## src/rtl/lab_vec_pkg.sv

```systemverilog
// Shared types and golden function for the exhaustive vector sequencer.
// Optional first-fail capture is controlled in the top by FIRST_FAIL_CAPTURE_EN.
package lab_vec_pkg;

   typedef enum logic [1:0] {IDLE, APPLY, SAMPLE, DONE} seq_state_t;

   localparam int unsigned N_IN_DEFAULT = 4;

   // Expected and4gate output: AND of the low 'width' bits (width <= 32).
   function automatic logic expected_and(input logic [31:0] vec, input int unsigned width);
      logic r;
      r = 1'b1;
      for (int unsigned i = 0; i < 32; i++) begin
         if (i < width) r = r & vec[i];
      end
      return r;
   endfunction

endpackage

```

## src/rtl/settle_timer.sv

```systemverilog
// Per-vector hold counter: counts 0..SETTLE_CYCLES-1 while not cleared, then flags expiry.
module settle_timer #(
   parameter int unsigned SETTLE_CYCLES = 2
) (
   input  logic i_clk,
   input  logic i_rst,
   input  logic i_clear,
   output logic o_expired
);

   localparam int unsigned CW = (SETTLE_CYCLES > 1) ? $clog2(SETTLE_CYCLES) : 1;

   logic [CW-1:0] r_cnt;

   assign o_expired = (r_cnt == CW'(SETTLE_CYCLES - 1));

   always_ff @(posedge i_clk or posedge i_rst) begin
      if (i_rst) begin
         r_cnt <= '0;
      end else if (i_clear) begin
         r_cnt <= '0;
      end else if (!o_expired) begin
         r_cnt <= r_cnt + 1'b1;
      end
   end

endmodule

```

## src/rtl/exhaustive_vector_sequencer.sv

```systemverilog
// Sweeps all 2^N_IN vectors onto an and4gate, checks f against &vec, reports pass/done.
// Define FIRST_FAIL_CAPTURE_EN to add first-failing-vector capture outputs.
module exhaustive_vector_sequencer
   import lab_vec_pkg::*;
#(
   parameter int unsigned N_IN          = N_IN_DEFAULT,
   parameter int unsigned SETTLE_CYCLES = 2
) (
   input  logic            i_clk,
   input  logic            i_rst,
   input  logic            i_start,
   output logic [N_IN-1:0] o_vec,
   input  logic            i_f_in,
   output logic            o_busy,
   output logic            o_done,
   output logic            o_pass,
   output logic [N_IN:0]   o_err_count
`ifdef FIRST_FAIL_CAPTURE_EN
   ,
   output logic [N_IN-1:0] o_first_fail_vec,
   output logic            o_first_fail_valid
`endif
);

   localparam logic [N_IN-1:0] LAST_VEC = '1;

   seq_state_t      r_state, w_state_next;
   logic [N_IN-1:0] r_vec, w_vec_next;
   logic            r_busy, w_busy_next;
   logic            r_done, w_done_next;
   logic            r_pass, w_pass_next;
   logic [N_IN:0]   r_err_count, w_err_next;
   logic [N_IN:0]   w_err_inc;
   logic            w_mismatch;
   logic            w_expired;
   logic            w_clear;
`ifdef FIRST_FAIL_CAPTURE_EN
   logic [N_IN-1:0] r_ff_vec, w_ff_vec_next;
   logic            r_ff_valid, w_ff_valid_next;
`endif

   settle_timer #(
      .SETTLE_CYCLES(SETTLE_CYCLES)
   ) u_settle_timer (
      .i_clk    (i_clk),
      .i_rst    (i_rst),
      .i_clear  (w_clear),
      .o_expired(w_expired)
   );

   // Unknown f_in must count as a mismatch, hence the case inequality.
   assign w_mismatch = (i_f_in !== expected_and(32'(r_vec), N_IN));
   assign w_err_inc  = r_err_count + {{N_IN{1'b0}}, w_mismatch};
   assign w_clear    = (r_state != APPLY);

   always_comb begin
      w_state_next = r_state;
      w_vec_next   = r_vec;
      w_busy_next  = r_busy;
      w_done_next  = r_done;
      w_pass_next  = r_pass;
      w_err_next   = r_err_count;
`ifdef FIRST_FAIL_CAPTURE_EN
      w_ff_vec_next   = r_ff_vec;
      w_ff_valid_next = r_ff_valid;
`endif
      unique case (r_state)
         IDLE, DONE: begin
            if (i_start) begin
               w_state_next = APPLY;
               w_vec_next   = '0;
               w_err_next   = '0;
               w_busy_next  = 1'b1;
               w_done_next  = 1'b0;
               w_pass_next  = 1'b0;
`ifdef FIRST_FAIL_CAPTURE_EN
               w_ff_vec_next   = '0;
               w_ff_valid_next = 1'b0;
`endif
            end
         end
         APPLY: begin
            if (w_expired) w_state_next = SAMPLE;
         end
         SAMPLE: begin
            w_err_next = w_err_inc;
`ifdef FIRST_FAIL_CAPTURE_EN
            if (w_mismatch && !r_ff_valid) begin
               w_ff_vec_next   = r_vec;
               w_ff_valid_next = 1'b1;
            end
`endif
            if (r_vec == LAST_VEC) begin
               w_state_next = DONE;
               w_busy_next  = 1'b0;
               w_done_next  = 1'b1;
               w_pass_next  = (w_err_inc == '0);
            end else begin
               w_state_next = APPLY;
               w_vec_next   = r_vec + 1'b1;
            end
         end
         default: w_state_next = IDLE;
      endcase
   end

   always_ff @(posedge i_clk or posedge i_rst) begin
      if (i_rst) begin
         r_state     <= IDLE;
         r_vec       <= '0;
         r_busy      <= 1'b0;
         r_done      <= 1'b0;
         r_pass      <= 1'b0;
         r_err_count <= '0;
`ifdef FIRST_FAIL_CAPTURE_EN
         r_ff_vec    <= '0;
         r_ff_valid  <= 1'b0;
`endif
      end else begin
         r_state     <= w_state_next;
         r_vec       <= w_vec_next;
         r_busy      <= w_busy_next;
         r_done      <= w_done_next;
         r_pass      <= w_pass_next;
         r_err_count <= w_err_next;
`ifdef FIRST_FAIL_CAPTURE_EN
         r_ff_vec    <= w_ff_vec_next;
         r_ff_valid  <= w_ff_valid_next;
`endif
      end
   end

   assign o_vec       = r_vec;
   assign o_busy      = r_busy;
   assign o_done      = r_done;
   assign o_pass      = r_pass;
   assign o_err_count = r_err_count;
`ifdef FIRST_FAIL_CAPTURE_EN
   assign o_first_fail_vec   = r_ff_vec;
   assign o_first_fail_valid = r_ff_valid;
`endif

endmodule

```

## config.mk

```make
export PLATFORM = sky130hd
export DESIGN_NAME = exhaustive_vector_sequencer
export DESIGN_NICKNAME = d
export VERILOG_FILES = /design/src/rtl/lab_vec_pkg.sv /design/src/rtl/settle_timer.sv /design/src/rtl/exhaustive_vector_sequencer.sv
export SDC_FILE = /design/constraint.sdc
export NUM_CORES = 1
export LEC_CHECK = 0
export BUFFER_PORTS_ARGS = -buffer_cell sky130_fd_sc_hd__buf_2
export CORE_UTILIZATION = 31
export CTS_BUF_LIST = sky130_fd_sc_hd__clkbuf_8 sky130_fd_sc_hd__clkbuf_16
export DETAILED_ROUTE_END_ITERATION = 8
export GPL_TIMING_DRIVEN = 0
export PLACE_DENSITY = 0.61
export SYNTH_ARGS = -nofsm -noshare
export SYNTH_HDL_FRONTEND = slang
export SYNTH_SLANG_ARGS = --single-unit
```

## constraint.sdc

```tcl
create_clock -name i_clk -period 2.32 [get_ports i_clk]
set_clock_uncertainty 0.2 [all_clocks]
set_input_delay 0.464 -clock i_clk [delete_from_list [all_inputs] [get_ports i_clk]]
set_output_delay 0.464 -clock i_clk [all_outputs]
set_load 0.03 [all_outputs]
```

; ---- Word-level counts from Yosys, hierarchy flattened
; Index checks and enable logic that the tools add are counted.
[classes]
add_sub_neg = 3
n_reduce_logical = 8
eq_ne = 10
bitwise_logic = 3
n_mux = 19
[op_table]
columns = operator, count
row1 = $pmux W5 S2, 1
row2 = $mux W4, 2
row3 = $pmux W4 S2, 1
row4 = $mux W1, 7
row5 = $mux W2, 3
row6 = $ne A2 B2 Y1 const B, 3
row7 = $pmux W1 S2, 3
row8 = $pmux W2 S3, 1
row9 = $reduce_and A3 Y1, 2
row10 = $add A5 B1 Y5, 1
row11 = $logic_not A5 Y1, 1
row12 = $mux W5, 1
row13 = $add A4 B1 Y4 const B, 1
row14 = $eq A2 B2 Y1 const B, 2
row15 = $eq A4 B4 Y1 const B, 1
row16 = $ne A2 B1 Y1 const B, 2
row17 = $reduce_and A2 Y1, 2
row18 = $and A1 B1 Y1, 3
row19 = $eq A2 B1 Y1 const B, 1
row20 = $logic_not A2 Y1, 1
row21 = $reduce_bool A2 Y1, 1
row22 = $reduce_or A2 Y1, 1
row23 = $add A1 B1 Y1 const B, 1
row24 = $nex A1 B1 Y1, 1
[word_totals]
ff_bits = 15
elab_cells = 50
out_inout_bits = 12
input_bits = 4

; ---- Depth between registers and ports, before layout
; Gate-level depths: netlist of the first run.
[depth]
ltp_word = 8
ltp_mapped = 10
ltp_nobuf = 10

; ---- Hierarchy
; Synthesis of the first run repeated with hierarchy kept, for this count alone.
[unflattened]
hier_cells = 100
area_unflattened_um2 = 947.2
[by_module_without_submodules]
columns = module, instances, area_each_um2, cells_each, seq_area_each_um2
row1 = exhaustive_vector_sequencer, 1, 914.6, 97, 350.3
row2 = settle_timer, 1, 32.5, 3, 25.0

; ---- Least setup slack after synthesis of the first run
; Ideal clock, no wire load.
[synth_timing]
kind = flip-flop to flip-flop
startpoint = reg r_vec[0] (netlist: o_vec[0])
endpoint = reg r_pass (netlist: o_pass)
arrival_ps = 2367
setup_slack_ps = -343
setup_time_ps = 96
synth_period_minus_slack_ps = 2663
path_buffers = 0
stages_incl_launch_ff = 10
required_time_ps = 2024
path_cell_list = dfrtp_1 > ha_1 > ha_1 > nand2_1 > xnor2_1 > ha_1 > ha_1 > nor2b_1 > or4_4 > o32ai_2
[synth_between]
elab_chain_len = 8
word_cells_on_any_way = 11
cone_classes = 1 x add/sub / 3 x eq/ne / 2 x mux / 3 x bitwise / 2 x reduce/logical
[synth_lines]
columns = item, line
row1 = "start, declared", exhaustive_vector_sequencer.sv:28  ; logic [N_IN-1:0] r_vec, w_vec_next;
row2 = "start signal, assigned", exhaustive_vector_sequencer.sv:121  ; r_vec <= w_vec_next;
row3 = $and A1 B1 Y1 (3 in series), lab_vec_pkg.sv:14  ; if (i < width) r = r & vec[i];
row4 = $nex A1 B1 Y1, exhaustive_vector_sequencer.sv:52  ; assign w_mismatch = (i_f_in !== expected_and(32'(r_vec), N_IN));
row5 = $add A5 B1 Y5, exhaustive_vector_sequencer.sv:53  ; assign w_err_inc = r_err_count + {{N_IN{1'b0}}, w_mismatch};
row6 = $logic_not A5 Y1, exhaustive_vector_sequencer.sv:97  ; w_pass_next = (w_err_inc == '0);
row7 = $mux W1, exhaustive_vector_sequencer.sv:93  ; if (r_vec == LAST_VEC) begin
row8 = $pmux W1 S2, exhaustive_vector_sequencer.sv:67  ; unique case (r_state)
row9 = "end signal, assigned", exhaustive_vector_sequencer.sv:124  ; r_pass <= w_pass_next;
row10 = "end, declared", exhaustive_vector_sequencer.sv:31  ; logic r_pass, w_pass_next;
; Several ways; a longest one is shown, not always the timed one. The select of a mux whose other input is x is not followed.
; A chain may end at the register's enable or synchronous reset.

; ---- Worst setup path in the final report of the first run
; Same ends and word-level chain as after synthesis.

==> results of run 1 <==
## registers in the layout, indices dropped and copies added, names as in the netlist
name	count
o_busy	1
o_done	1
o_err_count	5
o_pass	1
o_vec	4
r_state	2
u_settle_timer.o_expired	1
## metal layers
metal  vias to the layer above  part of all wire  global-route usage
li1                        366                 -                   -
met1                       365              0.47               0.204
met2                        20              0.46               0.221
met3                         4             0.049              0.0328
met4                         0             0.014              0.0625
met5                         -                 0                   0
## critical path, stage by stage, from the launching register on
cell and delay (ps):
dfrtp_2 420, ha_4 180, ha_4 160, nand2_4 60, xnor2_2 110, ha_2 220, ha_4 200, or4_4 510
o32ai_2 210
## layout by cell type (no fill, tap or decap), drive strengths merged
cell / Yosys / final
nand3b: 1 / 1
or4: 1 / 1
nor2: 1 / 1
a32o: 2 / 2
nand4: 1 / 1
nand3: 6 / 6
nand2: 9 / 9
a22oi: 1 / 1
nor2b: 3 / 3
o21ai: 10 / 10
clkbuf: 1 / 4
xnor2: 2 / 2
mux2i: 1 / 1
o31ai: 1 / 1
o32ai: 1 / 1
buf: 2 / 20
o31a: 1 / 1
a21oi: 2 / 2
nor3: 2 / 2
dfrtp: 15 / 15
inv: 6 / 7
a22o: 5 / 5
ha: 7 / 7
nand2b: 1 / 1
and3: 3 / 3
o21a: 1 / 1
a21o: 2 / 2
## final timing paths
kind | start | depth (start not counted) | end
hold / removal | i_rst | 2 | r_state[0]$_DFFE_PP0P_
setup / recovery | o_vec[0]$_DFFE_PP0P_ | 8 | o_pass$_DFFE_PP0P_
setup reg to reg | o_vec[0]$_DFFE_PP0P_ | 8 | o_pass$_DFFE_PP0P_
min in group i_clk | o_busy$_DFFE_PP0P_ | 1 | o_busy$_DFFE_PP0P_
max in group asynchronous | i_rst | 2 | o_vec[1]$_DFFE_PP0P_
hold reg to reg | o_busy$_DFFE_PP0P_ | 1 | o_busy$_DFFE_PP0P_
## metrics by stage
stage                     instance area (µm²)  cells  total power, W  utilization  hold slack [ps]
after floorplan                           902     88        0.000605            -              165
after global placement                   1010    133        0.000683        0.395              270
after detailed placement                 1010    133        0.000694        0.395              276
after CTS                                1110    140        0.000926        0.431              109
after global routing                     1120    140        0.000974        0.435              147
final                                    1120    140        0.000917        0.435             79.3
## what timing repair did
item,CTS,global route
pin swaps,4,1
endpoints found under the setup margin,1,1
setup buffers,3,0
gates resized for setup,5,2
## power by group
part	leakage, nW	internal, W	switching, W
Sequential	0.191	0.000304	0.0000488
Clock	0.0269	0.000117	0.0000935
Combinational	0.330	0.000143	0.000211
## synthesized netlist by cell type
library cell,count
mux2i_1,1
o21ai_2,1
inv_1,6
or4_4,1
xnor2_1,2
dfrtp_1,15
nor3_1,2
o21a_1,1
nand2b_1,1
o31a_1,1
a21o_2,1
nand4_1,1
nor2_1,1
o32ai_2,1
nand2_1,9
nor2b_4,1
ha_1,7
buf_2,2
nor2b_1,2
o21ai_0,9
a32o_1,2
a21o_1,1
a22o_1,5
a21oi_1,2
clkbuf_1,1
o31ai_1,1
and3_1,3
a22oi_1,1
nand3_1,6
nand3b_1,1
## layout make-up
| type | instances | area, µm² |
|---|---|---|
| Tap cell | 30 | 37.5 |
| Multi-Input combinational cell | 64 | 523 |
| Clock inverter | 1 | 3.75 |
| Inverter | 6 | 22.5 |
| Clock buffer | 3 | 41.3 |
| Buffer | 3 | 13.8 |
| Sequential cell | 15 | 378 |
| Timing Repair Buffer | 18 | 97.6 |
| Fill cell | 267 | 1450 |
## cells by family after synthesis
logic type	synth area share
adder cells (fa/ha/maj)	0.100
multiplexers	0.0115
buffers and inverters	0.0416
AND/OR/NAND/NOR	0.176
AO/OA/AOI/OAI	0.220
flip-flops	0.430
XOR/XNOR	0.0201
==> impl_metrics.toml, run 1 <==
[yosys]
ys_seq_area_frac = 0.430
synth_nets = 99
synth_cell_types = 30
synth.area.top_cells = "dfrtp_1 (43%), ha_1 (10%), o21ai_0 (5.2%), a22o_1 (5.0%), nand2_1 (3.9%)"
ys_ff_latch = 15
synth_cells = 88
yosysTopAreaCellShare = 0.430
synth_area_leader_cell = "dfrtp_1"
synth_area_um2 = 872
yosysWarnings = 0
syn_area_per_cell_um2 = 9.91

[floorplanning]
start_util = 0.340
rows = 18
die_x_um = 55.0
core_area_um2 = 2570
ios = 16
design.die.area_um2 = 3030
dieHeight_um = 55.0

[global_route]
overflow = 0
grt_max_degree = 16
antenna_found_initial = 0
grt_pass1_vias = 640
grt_pass1_wl_mm = 3.10
grt_usage = 0.148

[placement]
pre_cts_slack_ps = -129
gp_congestion = 0.740
numPortBuffers = 15
hpwl_mm = 1.35

[min_path]
worstHoldPathType = "in -> async"

[clock_tree]
cts_tree = "yes"
cts_num_sinks = 15
htree_levels = 1
worstSkewPairLatency_ps = 250
cts_made_buffers = 3
path_clk_slew_ps = 60
cts.path.max_buffers = 2
root_buffer = "clkbuf_8"
hold_buffers = 0

[run_status]
outcome = "finished, violations left"
failed_checks = "negative setup slack"

[drt]
drt_iter0_drc = 14
finalWirelength_mm = 1.88
drc = 0
viasPerCell = 5.39
antenna_left = 0
drtPass1Iterations = 5
wire_per_inst_um = 13.5
via_count = 755

[sta]
rsz0062_at_grt = "yes"
tns_ps = -36.9
setup-violations-final = 1
hold_viol_final = 0
slew_violations = 0
finalWorstSetupSlack_ps = -36.9
fin_crit_sh = 1.02
min_period_ps = 2360
timing.fmax_ghz = 0.424
slew_headroom = 0.594
worstMarginPinSlew_ps = 608

[critical_path]
critical_path_arrival_ps = 2310
path_max_fanout = 3
end_kind = "flop"
critPathKind = "reg -> reg"
start_kind = "flop"
reg2reg_slack_ps = -40
critPathRequiredTime_ps = 2270

[flow_run]
cap_violations = 0

[pwr]
powerDensity_nw_per_um2 = 821
p_leak_nw = 0.548
peakVddDrop_mv = 0.458

[final_layout]
num_antenna_cells = 0
synthToLayoutAreaGrowth_pct = 28.1
fin_nets = 122
drive_gt1_frac = 0.336
(Power assumes the default switching activity.)
==> run 2: changes to the inputs <==
Settings changed: PLACE_DENSITY 0.61 to 0.6.
Clock period 2.32 ns to 2.9 ns, I/O delays scaled along.
==> impl_metrics.toml, run 2 (synthesis gave the netlist of run 1 again) <==
[final_layout]
nFillCells = 269
final_common_cell = "buf_2"
seq_area_um2 = 375
largest_reg_flops = 5
layout_common_cells = "buf_2 (17), dfrtp_1 (15), o21ai_0 (9), nand2_1 (9)"
fin_nets = 119
multi_input_area_um2 = 460
final_core_util = 0.401
synthToLayoutAreaGrowth_pct = 18.1
drive_gt1_frac = 0.234
num_antenna_cells = 0

[critical_path]
critPathKind = "reg -> reg"
end_kind = "flop"
critical_path_arrival_ps = 2600
critPathRequiredTime_ps = 2860
start_kind = "flop"
reg2reg_slack_ps = 260
path_max_fanout = 6

[drt]
top_layer_used = "met4"
m1WireLength_um = 847
viasPerCell = 5.21
via_count = 714
finalWirelength_mm = 1.83
met2WireLength_um = 829
wire_per_inst_um = 13.4
wl_met3_um = 108
drtPass1Iterations = 4
drc = 0
drt_iter0_drc = 13
antenna_left = 0

[clock_tree]
worstSkewPairLatency_ps = 250
cts_made_buffers = 3
root_buffer = "clkbuf_8"
htree_levels = 1
cts.path.max_buffers = 2
cts-resized-gates = 0
cts_tree = "yes"
post_cts_buffers = 0
hold_buffers = 0
cts_num_sinks = 15
path_clk_slew_ps = 60

[sta]
hold_viol_final = 0
slew_violations = 0
setup-violations-final = 0
tns_ps = 0
rsz0062_at_grt = "no"
min_period_ps = 2640
fin_crit_sh = 0.911
slew_headroom = 0.603
worstMarginPinSlew_ps = 595
timing.fmax_ghz = 0.379

[global_route]
grt_usage = 0.159
grt_pass1_wl_mm = 3.20
grt_max_degree = 16
overflow = 0
antenna_found_initial = 0
grt_pass1_vias = 653

[floorplanning]
design.die.area_um2 = 3030
core_area_um2 = 2570
ios = 16
dieHeight_um = 55.0
rows = 18
die_x_um = 55.0
start_util = 0.340

[pwr]
peakVddDrop_mv = 0.383
p_total_w = 0.000704
powerDensity_nw_per_um2 = 684
p_leak_nw = 0.522

[placement]
gp_congestion = 0.747
numPortBuffers = 15
hpwl_mm = 1.34

[flow_run]
cap_violations = 0

[run_status]
outcome = "complete, no violations"

[min_path]
worstHoldPathType = "in -> async"
## run 2: power breakdown
group / leakage, nW / switching (W) / internal (W)
clock: 0.0269 / 0.0000744 / 0.0000939
combinational: 0.302 / 0.000161 / 0.0000991
sequential: 0.194 / 0.0000345 / 0.000242
## run 2: worst paths after layout
path | start | depth (start not counted) | to
setup reg to reg | o_vec[0]$_DFFE_PP0P_ | 9 | o_pass$_DFFE_PP0P_
hold / removal | i_rst | 2 | r_state[0]$_DFFE_PP0P_
max in group asynchronous | i_rst | 2 | o_done$_DFFE_PP0P_
hold reg to reg | o_busy$_DFFE_PP0P_ | 1 | o_busy$_DFFE_PP0P_
min in group i_clk | o_busy$_DFFE_PP0P_ | 1 | o_busy$_DFFE_PP0P_
setup / recovery | o_vec[0]$_DFFE_PP0P_ | 9 | o_pass$_DFFE_PP0P_
## run 2: per-stage QoR
step | hold slack, ps | cell area [µm²] | instances | setup slack, ps
after floorplan | 275 | 872 | 88 | 237
after global placement | 271 | 985 | 133 | 290
after detailed placement | 276 | 985 | 133 | 259
after CTS | 216 | 1030 | 137 | 235
after global routing | 240 | 1030 | 137 | 57.9
final | 187 | 1030 | 137 | 260
## run 2: critical path: stages, from the launching register on
cell and delay, ps:
dfrtp_1 420, ha_1 260, ha_1 190, nand2_1 90, xnor2_1 70, ha_1 200, ha_1 260, nor2b_1 190
or4_4 420, o32ai_2 260
## run 2: final cells by class
cell class	count	area share
Tap cell	30	0.0365
Inverter	6	0.0219
Clock inverter	1	0.00365
Clock buffer	3	0.0401
Sequential cell	15	0.365
Timing Repair Buffer	15	0.0729
Multi-Input combinational cell	64	0.447
Buffer	3	0.0134
## run 2: metal layers
layer,vias to the layer above,GRT usage
met5,-,0
met4,0,0.0750
met3,5,0.0492
met2,22,0.237
met1,327,0.207
li1,360,-
==> run 3: changes to the inputs <==
Settings changed: GPL_TIMING_DRIVEN 0 to unset, REMOVE_ABC_BUFFERS set to 1.
==> impl_metrics.toml, run 3 (synthesis gave the netlist of run 1 again) <==
[clock_tree]
cts_made_buffers = 3
cts_tree = "yes"
cts-resized-gates = 0
htree_levels = 1
cts_num_sinks = 15
hold_buffers = 0
cts.path.max_buffers = 2
root_buffer = "clkbuf_8"
worstSkewPairLatency_ps = 250
path_clk_slew_ps = 60
post_cts_buffers = 0

[sta]
timing.fmax_ghz = 0.385
hold_viol_final = 0
finalWorstSetupSlack_ps = 304
fin_crit_sh = 0.895
worstMarginPinSlew_ps = 588
slew_violations = 0
rsz0062_at_grt = "no"
tns_ps = 0
slew_headroom = 0.608
setup-violations-final = 0
min_period_ps = 2600

[placement]
pre_cts_slack_ps = 350
numPortBuffers = 15
gp_congestion = 0.751
hpwl_mm = 1.30
dp.cells = 130

[critical_path]
path_max_fanout = 6
path_cells = "ha_1 -> ha_1 -> nand2_1 -> xnor2_1 -> ha_1 -> ha_1 -> nor2b_1 -> or4_4 -> o32ai_2"
critical_path_arrival_ps = 2550
crit_end = "o_pass$_DFFE_PP0P_"
ff2ff_path_depth = 9
end_kind = "flop"
reg2reg_slack_ps = 300
start_kind = "flop"
r2r_end = "o_pass$_DFFE_PP0P_"
r2r-start = "o_vec[0]$_DFFE_PP0P_"
crit_top_cell = "ha_1"
critPathRequiredTime_ps = 2860
max_stage_delay_ps = 430
critPathKind = "reg -> reg"
critPathLaunch = "o_vec[0]$_DFFE_PP0P_"
slowest_stage = "dfrtp_1"

[final_layout]
num_antenna_cells = 0
fin_nets = 116
largest_reg_flops = 5
layout_common_cells = "buf_2 (15), dfrtp_1 (15), o21ai_0 (9), nand2_1 (9)"
synthToLayoutAreaGrowth_pct = 16.5
drive_gt1_frac = 0.221
fin_cells = 134
final_core_util = 0.396

[global_route]
grt_pass1_vias = 643
antenna_found_initial = 0
overflow = 0
grt_pass1_wl_mm = 2.97
grt_usage = 0.143
grt_max_degree = 17

[pwr]
comb_power_share = 0.363
p_switching_w = 0.000269
p_leak_nw = 0.513
pwr-share-clk = 0.243
pwr-share-seq = 0.395
peakVddDrop_mv = 0.426
internal_power_w = 0.000432
powerDensity_nw_per_um2 = 690
p_sw_frac = 0.384

[drt]
antenna_left = 0
wire_per_inst_um = 13.2
via_count = 702
finalWirelength_mm = 1.78
drc = 0
drt_iter0_drc = 10
viasPerCell = 5.24
drtPass1Iterations = 4

[floorplanning]
ios = 16
core_area_um2 = 2570
die_x_um = 55.0
rows = 18
dieHeight_um = 55.0
start_util = 0.340
design.die.area_um2 = 3030

[run_status]
outcome = "complete, no violations"

[min_path]
worstHoldPathType = "in -> async"

[flow_run]
cap_violations = 0
-- run 3: cell count changes in the layout (fill, tap and decap cells not counted), sizes merged --
cell / change
buf: -2
clkbuf: -1
-- run 3: layout make-up --
class                   count  area [µm²]
clock inverters             1        3.75
clock buffers               3        41.3
well taps                  30        37.5
inverters                   6        22.5
multi-input cells          64         460
fillers                   267        1550
flip-flops and latches     15         375
repair buffers             15        75.1
-- run 3: per-layer routing --
metal | share of wire | wire length (µm) | GRT usage
met2 | 0.42 | 739 | 0.191
met1 | 0.51 | 907 | 0.198
met5 | 0 | 0 | 0
met4 | 0.0056 | 10 | 0.0500
met3 | 0.066 | 118 | 0.0683
-- run 3: metrics by stage --
| stage | hold slack [ps] | area, µm² | power (W) |
|---|---|---|---|
| after detailed placement | 275 | 971 | 0.000537 |
| after floorplan | 275 | 858 | 0.000469 |
| after global routing | 232 | 1020 | 0.000756 |
| final | 180 | 1020 | 0.000701 |
| after global placement | 277 | 971 | 0.000534 |
| after CTS | 197 | 1020 | 0.000712 |
-- run 3: worst min path at each step --
| stage | to | slack, ps | cells after the start |
|---|---|---|---|
| 2_1_floorplan | o_busy$_DFFE_PP0P_ | 280 | 1 |
| 3_3_place_gp | o_busy$_DFFE_PP0P_ | 280 | 1 |
| 3_5_place_dp | o_busy$_DFFE_PP0P_ | 280 | 1 |
| 4_1_cts | o_pass$_DFFE_PP0P_ | 200 | 2 |
| 5_1_grt | o_pass$_DFFE_PP0P_ | 230 | 2 |
| 6_report | o_pass$_DFFE_PP0P_ | 180 | 2 |
-- run 3: critical path: cells and delay by family, from the launching register on --
| family | cells | cell delay [ps] |
|---|---|---|
| compound gates | 1 | 260 |
| xor+xnor | 1 | 60 |
| fa+ha+maj | 4 | 870 |
| flops | 1 | 430 |
| simple gates | 3 | 680 |
-- run 3: power by group through the flow --
stage	clock network [W]	logic, W	registers, W
floorplan	0	0.000147	0.000323
finish	0.000170	0.000254	0.000277
global placement	0	0.000256	0.000278
CTS	0.000178	0.000258	0.000276
global route	0.000187	0.000287	0.000282
detailed placement	0	0.000257	0.000280
